==> src/rtl/crc32_pkg.sv <==
// Shared CRC32 constants and context type for the channel arbiter slice.
// Latency: n/a (declarations only).
// Backpressure: n/a.
package crc32_pkg;

   localparam logic [31:0] CRC32_INIT      = 32'hFFFFFFFF;
   localparam logic [31:0] CRC32_XOROUT    = 32'hFFFFFFFF;
   localparam logic [31:0] CRC32_POLY_REFL = 32'hEDB88320;

   typedef logic [31:0] crc32_t;

endpackage

==> src/rtl/crc32_byte_step.sv <==
// One reflected CRC32 byte update (bit 0 of the byte enters first).
// Latency: purely combinational.
// Backpressure: none; output follows inputs.
module crc32_byte_step
   import crc32_pkg::*;
(
   input  crc32_t     crc_in,
   input  logic [7:0] data,
   output crc32_t     crc_out
);

   crc32_t c;

   // Fold the byte into the low bits, then shift out eight bits LSB-first.
   always_comb begin
      c = crc_in ^ {24'h000000, data};
      for (int b = 0; b < 8; b++) begin
         c = c[0] ? ((c >> 1) ^ CRC32_POLY_REFL) : (c >> 1);
      end
      crc_out = c;
   end

endmodule

==> src/rtl/crc32_chan_arbiter.sv <==
// Round-robin sharing of one CRC32 byte engine among N_CH requesters, one context each.
// Latency: last byte accepted -> res_valid one cycle later; 1 byte/cycle aggregate.
// Backpressure: last bytes stall while the result slot is full; optional length via CRC32_ARB_LEN_EN.
module crc32_chan_arbiter
   import crc32_pkg::*;
#(
   parameter int N_CH = 4,
   parameter int CH_W = $clog2(N_CH)
)
(
   input  logic                clk,
   input  logic                reset,
   input  logic [N_CH-1:0]     req_valid,
   input  logic [N_CH*8-1:0]   req_data,
   input  logic [N_CH-1:0]     req_last,
   output logic [N_CH-1:0]     req_ready,
   input  logic [N_CH-1:0]     clr,
   output logic                res_valid,
   input  logic                res_ready,
   output logic [CH_W-1:0]     res_chan,
   output crc32_t              res_crc,
   output logic [15:0]         res_len,
   output logic                busy
);

   crc32_t            ctx [N_CH];
   logic [CH_W-1:0]   rr_ptr;
   logic [CH_W-1:0]   gnt_idx;
   logic              gnt_any;
   logic [N_CH-1:0]   eligible;
   logic              res_full;
   int                scan;
   crc32_t            sel_ctx;
   crc32_t            nxt;
   logic [7:0]        sel_byte;
   logic              sel_last;

   // The result slot counts as free in the very cycle it is being consumed.
   assign res_full = res_valid & ~res_ready;
   assign eligible = req_valid & ~clr & ~(req_last & {N_CH{res_full}});

   // Scan channels starting at rr_ptr and take the first eligible one; nothing while in reset.
   always_comb begin
      gnt_any = 1'b0;
      gnt_idx = '0;
      scan    = 0;
      for (int j = 0; j < N_CH; j++) begin
         scan = (int'(rr_ptr) + j) % N_CH;
         if (!reset && !gnt_any && eligible[CH_W'(scan)]) begin
            gnt_any = 1'b1;
            gnt_idx = CH_W'(scan);
         end
      end
   end

   assign req_ready = gnt_any ? (N_CH'(1) << gnt_idx) : '0;

   assign sel_ctx  = ctx[gnt_idx];
   assign sel_byte = req_data[{gnt_idx, 3'b000} +: 8];
   assign sel_last = req_last[gnt_idx];

   crc32_byte_step u_step (
      .crc_in  (sel_ctx),
      .data    (sel_byte),
      .crc_out (nxt)
   );

   // Per-channel contexts: clear on abort, advance on grant, reseed after the last byte.
   always_ff @(posedge clk or posedge reset) begin
      if (reset) begin
         for (int i = 0; i < N_CH; i++) ctx[i] <= CRC32_INIT;
      end else begin
         for (int i = 0; i < N_CH; i++) begin
            if (clr[i]) begin
               ctx[i] <= CRC32_INIT;
            end else if (gnt_any && gnt_idx == CH_W'(i)) begin
               ctx[i] <= sel_last ? CRC32_INIT : nxt;
            end
         end
      end
   end

   // Round-robin pointer moves just past the channel that was served.
   always_ff @(posedge clk or posedge reset) begin
      if (reset) begin
         rr_ptr <= '0;
      end else if (gnt_any) begin
         rr_ptr <= (int'(gnt_idx) == N_CH - 1) ? '0 : gnt_idx + 1'b1;
      end
   end

   // Result register: a new completion reloads it even while the old one is being taken.
   always_ff @(posedge clk or posedge reset) begin
      if (reset) begin
         res_valid <= 1'b0;
         res_chan  <= '0;
         res_crc   <= '0;
      end else if (gnt_any && sel_last) begin
         res_valid <= 1'b1;
         res_chan  <= gnt_idx;
         res_crc   <= nxt ^ CRC32_XOROUT;
      end else if (res_ready) begin
         res_valid <= 1'b0;
      end
   end

`ifdef CRC32_ARB_LEN_EN
   logic [15:0] cnt [N_CH];
   logic [15:0] cnt_inc;
   logic [15:0] len_q;

   assign cnt_inc = (cnt[gnt_idx] == 16'hFFFF) ? 16'hFFFF : cnt[gnt_idx] + 16'd1;

   // Saturating byte counters, zeroed by abort and after each completed packet.
   always_ff @(posedge clk or posedge reset) begin
      if (reset) begin
         for (int i = 0; i < N_CH; i++) cnt[i] <= '0;
      end else begin
         for (int i = 0; i < N_CH; i++) begin
            if (clr[i]) begin
               cnt[i] <= '0;
            end else if (gnt_any && gnt_idx == CH_W'(i)) begin
               cnt[i] <= sel_last ? 16'd0 : cnt_inc;
            end
         end
      end
   end

   // Length is latched alongside the CRC when a packet completes.
   always_ff @(posedge clk or posedge reset) begin
      if (reset) begin
         len_q <= '0;
      end else if (gnt_any && sel_last) begin
         len_q <= cnt_inc;
      end
   end

   assign res_len = len_q;
`else
   assign res_len = '0;
`endif

   // Busy while any packet is part-way through or a result is waiting.
   always_comb begin
      busy = res_valid;
      for (int i = 0; i < N_CH; i++) begin
         if (ctx[i] != CRC32_INIT) busy = 1'b1;
      end
   end

endmodule
==> config.mk <==
export PLATFORM = sky130hd
export DESIGN_NAME = crc32_chan_arbiter
export DESIGN_NICKNAME = d
export VERILOG_FILES = /design/src/rtl/crc32_pkg.sv /design/src/rtl/crc32_byte_step.sv /design/src/rtl/crc32_chan_arbiter.sv
export SDC_FILE = /design/constraint.sdc
export NUM_CORES = 1
export LEC_CHECK = 0
export CORE_AREA = 4 4 154 156
export CTS_CLUSTER_SIZE = 10
export DETAILED_ROUTE_END_ITERATION = 6
export DIE_AREA = 0 0 158 160
export HOLD_SLACK_MARGIN = 0.03
export PLACE_DENSITY = 0.68
export SYNTH_ARGS = -nofsm -noshare
export SYNTH_HDL_FRONTEND = slang
export SYNTH_SLANG_ARGS = --single-unit
export TNS_END_PERCENT = 10
==> constraint.sdc <==
create_clock -name clk -period 8.8 [get_ports clk]
set_input_delay 1.76 -clock clk [delete_from_list [all_inputs] [get_ports clk]]
set_output_delay 1.76 -clock clk [all_outputs]
set_load 0.02 [all_outputs]
After elaboration in Yosys (flattened, before gate mapping)

Index checks and enable logic that the tools add are counted.

Register bits: 165
Input bits: 47

Reductions and logical operators: 22
Bitwise gates (word level): 18
Shifts and indexed selects: 2
Mux-type cells: 50
Magnitude comparators: 6
$add $sub $neg: 4
Eq/ne operators: 8

Operators by type and width:

| cell                                                       | number |
|---|---|
| two-way mux 32 bit                                         | 19 |
| inequality test 32 bit, second input constant              | 4 |
| NOT 13 -> 14 bit                                           | 8 |
| binary-select mux 32 bit (select 2 bit)                    | 1 |
| NOT 32 bit                                                 | 1 |
| variable part select 32 x 6 -> 8 bit                       | 1 |
| XOR 32 x 8 -> 32 bit                                       | 1 |
| two-way mux 1 bit                                          | 19 |
| less-than comparator 2 x 4 -> 1 bit, second input constant | 4 |
| AND 4 bit                                                  | 3 |
| logical AND 1 bit                                          | 12 |
| binary-select mux 1 bit (select 2 bit)                     | 5 |
| two-way mux 2 bit                                          | 5 |
| nonzero test 2 bit                                         | 5 |
| NOT 4 bit                                                  | 2 |
| adder 2 x 1 -> 2 bit, second input constant                | 2 |
| adder 2 bit, second input constant                         | 2 |
| equality test 2 x 1 -> 1 bit, second input constant        | 2 |
| equality test 2 bit, second input constant                 | 2 |
| zero test 1 bit                                            | 4 |
| two-way mux 4 bit                                          | 1 |
| left shift 1 x 2 -> 4 bit, first input constant            | 1 |
| greater-or-equal comparator 3 bit, second input constant   | 1 |
| less-than comparator 2 x 3 -> 1 bit, second input constant | 1 |
| 4 further kinds                                            | 4 |

Longest topological paths before layout

Depth after elaboration: 46
Gate-level depth with buffers: 17
Depth with buffers taken out: 12

By module

From an unflattened synthesis, not the netlist that was laid out.

Cell total of the unflattened synthesis: 824
Area total of the unflattened synthesis: 9100.0 µm²

Modules (own cells, without submodules):

| module             | area an instance (µm²) | seq. area each (µm²) | instances | cells each |
|---|---|---|---|---|
| crc32_chan_arbiter | 8309.2                 | 4289.1               | 1         | 753 |
| crc32_byte_step    | 790.8                  | 0.0                  | 1         | 71 |

Worst setup path before layout

Ideal clock, no wire load.

Path type: input to output
From: in reset
To: out req_ready[1]
Cell stages on the path: 10
Arrival: 7.477 ns
Path slack: -0.437 ns
Required time: 7.040 ns
Path through: inv_1 -> nand3_1 -> a21oi_4 -> nor2_8 -> inv_2 -> buf_4 -> buf_2 -> ha_1 -> nand2_1 -> inv_1

Word-level cells in the longest chain between the ends: 17

RTL lines:

| item                               | line                     | source |
|---|---|---|
| from (decl)                        | crc32_chan_arbiter.sv:12 | `input logic reset,` |
| zero test 1 bit (no source line) * | -                        |  |
| logical AND 1 bit                  | crc32_chan_arbiter.sv:49 | `if (!reset && !gnt_any && eligible[CH_W'(scan)]) begin` |
| two-way mux 1 bit                  | crc32_chan_arbiter.sv:49 |  |
| zero test 1 bit                    | crc32_chan_arbiter.sv:49 |  |
| logical AND 1 bit (2 in series)    | crc32_chan_arbiter.sv:49 |  |
| two-way mux 1 bit                  | crc32_chan_arbiter.sv:49 |  |
| zero test 1 bit                    | crc32_chan_arbiter.sv:49 |  |
| logical AND 1 bit (2 in series)    | crc32_chan_arbiter.sv:49 |  |
| two-way mux 1 bit                  | crc32_chan_arbiter.sv:49 |  |
| zero test 1 bit                    | crc32_chan_arbiter.sv:49 |  |
| logical AND 1 bit (2 in series)    | crc32_chan_arbiter.sv:49 |  |
| two-way mux 2 bit *                | crc32_chan_arbiter.sv:49 |  |
| via gnt_idx[0]                     | crc32_chan_arbiter.sv:28 | `logic [CH_W-1:0] gnt_idx;` |
| left shift 1 x 2 -> 4 bit *        | crc32_chan_arbiter.sv:56 | `assign req_ready = gnt_any ? (N_CH'(1) << gnt_idx) : '0;` |
| two-way mux 4 bit *                | crc32_chan_arbiter.sv:56 |  |
| to (decl)                          | crc32_chan_arbiter.sv:16 | `output logic [N_CH-1:0] req_ready,` |

Mark *: on every way through the listed nets, which the timed path passes. The rest lies on a longest branch.

Final worst setup path

From: in clr[2]
To: out req_ready[3]

Word-level cells in the longest chain between the ends: 22

RTL lines:

| item                                                  | line                     | source |
|---|---|---|
| from (decl)                                           | crc32_chan_arbiter.sv:17 | `input logic [N_CH-1:0] clr,` |
| NOT 4 bit *                                           | crc32_chan_arbiter.sv:40 | `assign eligible = req_valid & ~clr & ~(req_last & {N_CH{res_full}});` |
| AND 4 bit * (2 in series)                             | crc32_chan_arbiter.sv:40 |  |
| binary-select mux 1 bit (select 2 bit)                | crc32_chan_arbiter.sv:49 |  |
| two-way mux 1 bit (implied by the code) (2 in series) | crc32_chan_arbiter.sv:49 |  |
| logical AND 1 bit                                     | crc32_chan_arbiter.sv:49 |  |
| two-way mux 1 bit                                     | crc32_chan_arbiter.sv:49 |  |
| zero test 1 bit                                       | crc32_chan_arbiter.sv:49 |  |
| logical AND 1 bit (2 in series)                       | crc32_chan_arbiter.sv:49 |  |
| two-way mux 1 bit                                     | crc32_chan_arbiter.sv:49 |  |
| zero test 1 bit                                       | crc32_chan_arbiter.sv:49 |  |
| logical AND 1 bit (2 in series)                       | crc32_chan_arbiter.sv:49 |  |
| two-way mux 1 bit                                     | crc32_chan_arbiter.sv:49 |  |
| zero test 1 bit                                       | crc32_chan_arbiter.sv:49 |  |
| logical AND 1 bit (2 in series)                       | crc32_chan_arbiter.sv:49 |  |
| two-way mux 2 bit                                     | crc32_chan_arbiter.sv:49 |  |
| left shift 1 x 2 -> 4 bit                             | crc32_chan_arbiter.sv:56 |  |
| two-way mux 4 bit *                                   | crc32_chan_arbiter.sv:56 |  |

Mark *: on every way between the ends. The rest lies on a longest branch, timed or not. The select of a mux whose other input is x is not followed.

==> flow_summary.yaml <==
run_status:
  status: "complete, but fails checks"
  failed_checks: "design-rule violations"
final_layout:
  drive_gt1_share_pct: 25.68
  stdcell_count: 1321
  nFillCells: 2000
  syn_to_final_growth_pct: 16.38
  seq_area_mm2: 0.004289
  multi_input_comb_area_mm2: 0.005365
  diodes: 0
  num-nets-final: 1074
clock_tree:
  cts_setup_buffers: 0
  ctsResizeCount: 0
  numCtsBuffers: 17
  cts_tree: "done"
  cts.sinks: 165
  clk_path_buf_depth: 2
  ctsRootBufferMaster: "clkbuf_16"
  cts.clk_slew.worst_paths_ns: 0.07
  hold_buffers: 0
  ctsHtreeMaxLevel: 4
  clkLatencyLatePin_ns: 0.44
sta:
  fin_tns_setup_ns: 0
  setup_ws_ns: 1.239
  setup_viol: 0
  post-route-period-util_pct: 85.92
  worstMarginPinSlew_ns: 1.039
  clock.fmax_mhz: 132.3
  drv_slew: 0
  finalCriticalPeriod_ns: 7.561
  skew_ns: 0.008900
  hold_viol: 0
  slew_headroom_pct: 30.75
  grt_setup_unrepaired: "false"
logic_synthesis:
  yosysSeqAreaShare_pct: 42.95
  synth_top_cells_by_count: "dfstp_2 (128), a21oi_1 (110), nor2_1 (106), mux2i_1 (65), xnor2_1 (58)"
  synth_top_family_by_area: "compound AO/OA/AOI/OAI gates"
  yosysWarningCount: 0
  synthMuxAreaShare_pct: 13.19
  synth_compound_area_share_pct: 16.66
  yosysTopAreaCell: "dfstp_2"
  ys_seq_elements: 165
  async_reset_ff_share_pct: 100.0
  synth_edf_count: 0
  synth_fa_ha_area_share_pct: 0.5012
  syn_area_mm2: 0.009986
  synthTopCellsByArea: "dfstp_2 (34%), dfrtp_1 (9.3%), mux2i_1 (6.5%)"
  synthFlopType: "dfstp_2"
  synth_xor_area_share_pct: 9.472
  synth_most_common_cell: "dfstp_2"
  synthCells: 959
  synth_area_per_cell_um2: 10.41
  synthSimpleGateAreaFrac_pct: 13.16
  yosys.area.top_type_share_pct: 33.68
  ys_types: 75
grt:
  grt_pass1_wl_um: 47840
  antenna_found_initial: 0
  gr-total-overflow: 0
  track_usage_pct: 24.77
  grt_pass1_vias: 7884
  grt_max_degree: 164
hold_path:
  hold_path_class: "reg2reg"
worst_setup_path:
  crit_path_end: "req_ready[3]"
  cp.required_ns: 7.04
  cp-start-kind: "primary input"
  path_max_fanout: 33
  crit_type: "in2out"
  rr_startpoint: "rr_ptr[1]"
  r2r_cells: 13
  worst_ep_arrival_time_ns: 5.80
  r2r_slack_ns: 3.54
  worstSetupStartpoint: "clr[2]"
  regToRegEndpoint: "res_crc[4]"
  end_kind: "output pin"
power:
  peakVddDrop_mv: 0.3077
  p_leak_nw: 4.627
  p_per_area_mw_per_mm2: 478.1
route:
  drt-initial-drc-count: 797
  vias_per_cell: 6.030
  ant_nets: 0
  drt_pass1_iterations: 7
  routed_wl_um: 31790
  drc: 2
  dr_total_vias: 7965
  wl_per_cell_um: 24.06
floorplanning:
  initial_core_util_pct: 44.65
  dieArea_mm2: 0.02528
  die_x_um: 158
  die_y_um: 160
  rows: 55
  core_area_mm2: 0.02237
  ios: 103
place:
  dp_slack_ns: 1.319
  gp_congestion: 0.9687
  hpwl_um: 22650
  placed_cells: 1289
  port_buffers: 86
flow_run:
  max_cap_viol_count: 0
[cell type report]
| type | count | area share, % |
|---|---|---|
| sequential | 165 | 36.91 |
| timing repair buffer | 102 | 8.549 |
| tap | 285 | 3.068 |
| inverter | 8 | 0.2907 |
| clock buffer | 19 | 3.725 |
| clock inverter | 13 | 1.292 |
| multi-input combinational | 729 | 46.17 |
[routing by layer]
| layer | track usage (%) | vias up | part of all wire (%) |
|---|---|---|---|
| met5 | 0 | - | 0 |
| met4 | 8.879 | 0 | 3.3 |
| met3 | 5.312 | 71 | 8.5 |
| met2 | 37.36 | 388 | 45 |
| met1 | 35.21 | 3935 | 43 |
| li1 | - | 3571 | - |
[sequential cells by signal (all words and copies together), names as in the netlist]
name       cells
res_crc       32
rr_ptr         2
ctx          128
res_chan       2
res_valid      1
[critical path, stage by stage]
cell	delay (ns)
clkdlybuf4s50_1	0.40
buf_4	0.22
nor2b_1	0.31
a211oi_1	0.13
mux4_2	0.54
a31o_4	0.33
nor2_8	0.50
inv_2	0.46
ha_1	0.34
nand2_1	0.07
inv_1	0.13
clkdlybuf4s50_1	0.57
[kinds of logic after synthesis]
group | after synthesis
multiplexers | 116
adder cells (fa/ha/maj) | 4
flip-flops | 165
buffers and inverters | 80
XOR/XNOR | 94
other | 1
AO/OA/AOI/OAI | 243
AND/OR/NAND/NOR | 256
[power by group]
group | switching [mW] | total, mW | internal (mW)
Clock | 0.334 | 0.756 | 0.422
Sequential | 0.194 | 1.24 | 1.05
Combinational | 2.23 | 3.56 | 1.32
[per-stage QoR]
stage	hold WS (ns)	total power, mW	cell area, um^2	util [%]
floorplan	0.4859	3.604	10050	-
global placement	0.4641	4.740	11040	49.35
detailed placement	0.4741	4.751	11040	49.35
CTS	0.4895	5.524	11620	51.96
global route	0.5054	5.803	11620	51.96
finish	0.4841	5.556	11620	51.96
[cell usage in the layout, fill, tap and decap left out, types with 28 or more instances in the layout]
cell type / count
mux2i_1: 65
a21oi_1: 109
dfstp_2: 128
nor2_1: 106
xnor2_1: 58
nand4_1: 33
nand2_1: 28
a211o_1: 53
mux2_2: 41
clkdlybuf4s50_1: 86
dfrtp_1: 37
[worst min path at each step]
stage / start / to / cells past startpoint
5_1_grt: res_chan[0] / res_chan[0] / 1
3_5_place_dp: res_chan[0] / res_chan[0] / 1
3_3_place_gp: res_crc[13] / res_crc[13] / 2
4_1_cts: res_chan[0] / res_chan[0] / 1
2_1_floorplan: ctx[54] / ctx[54] / 2
6_report: res_crc[28] / res_crc[28] / 2
No activity file was read; power rests on OpenSTA's default activity.
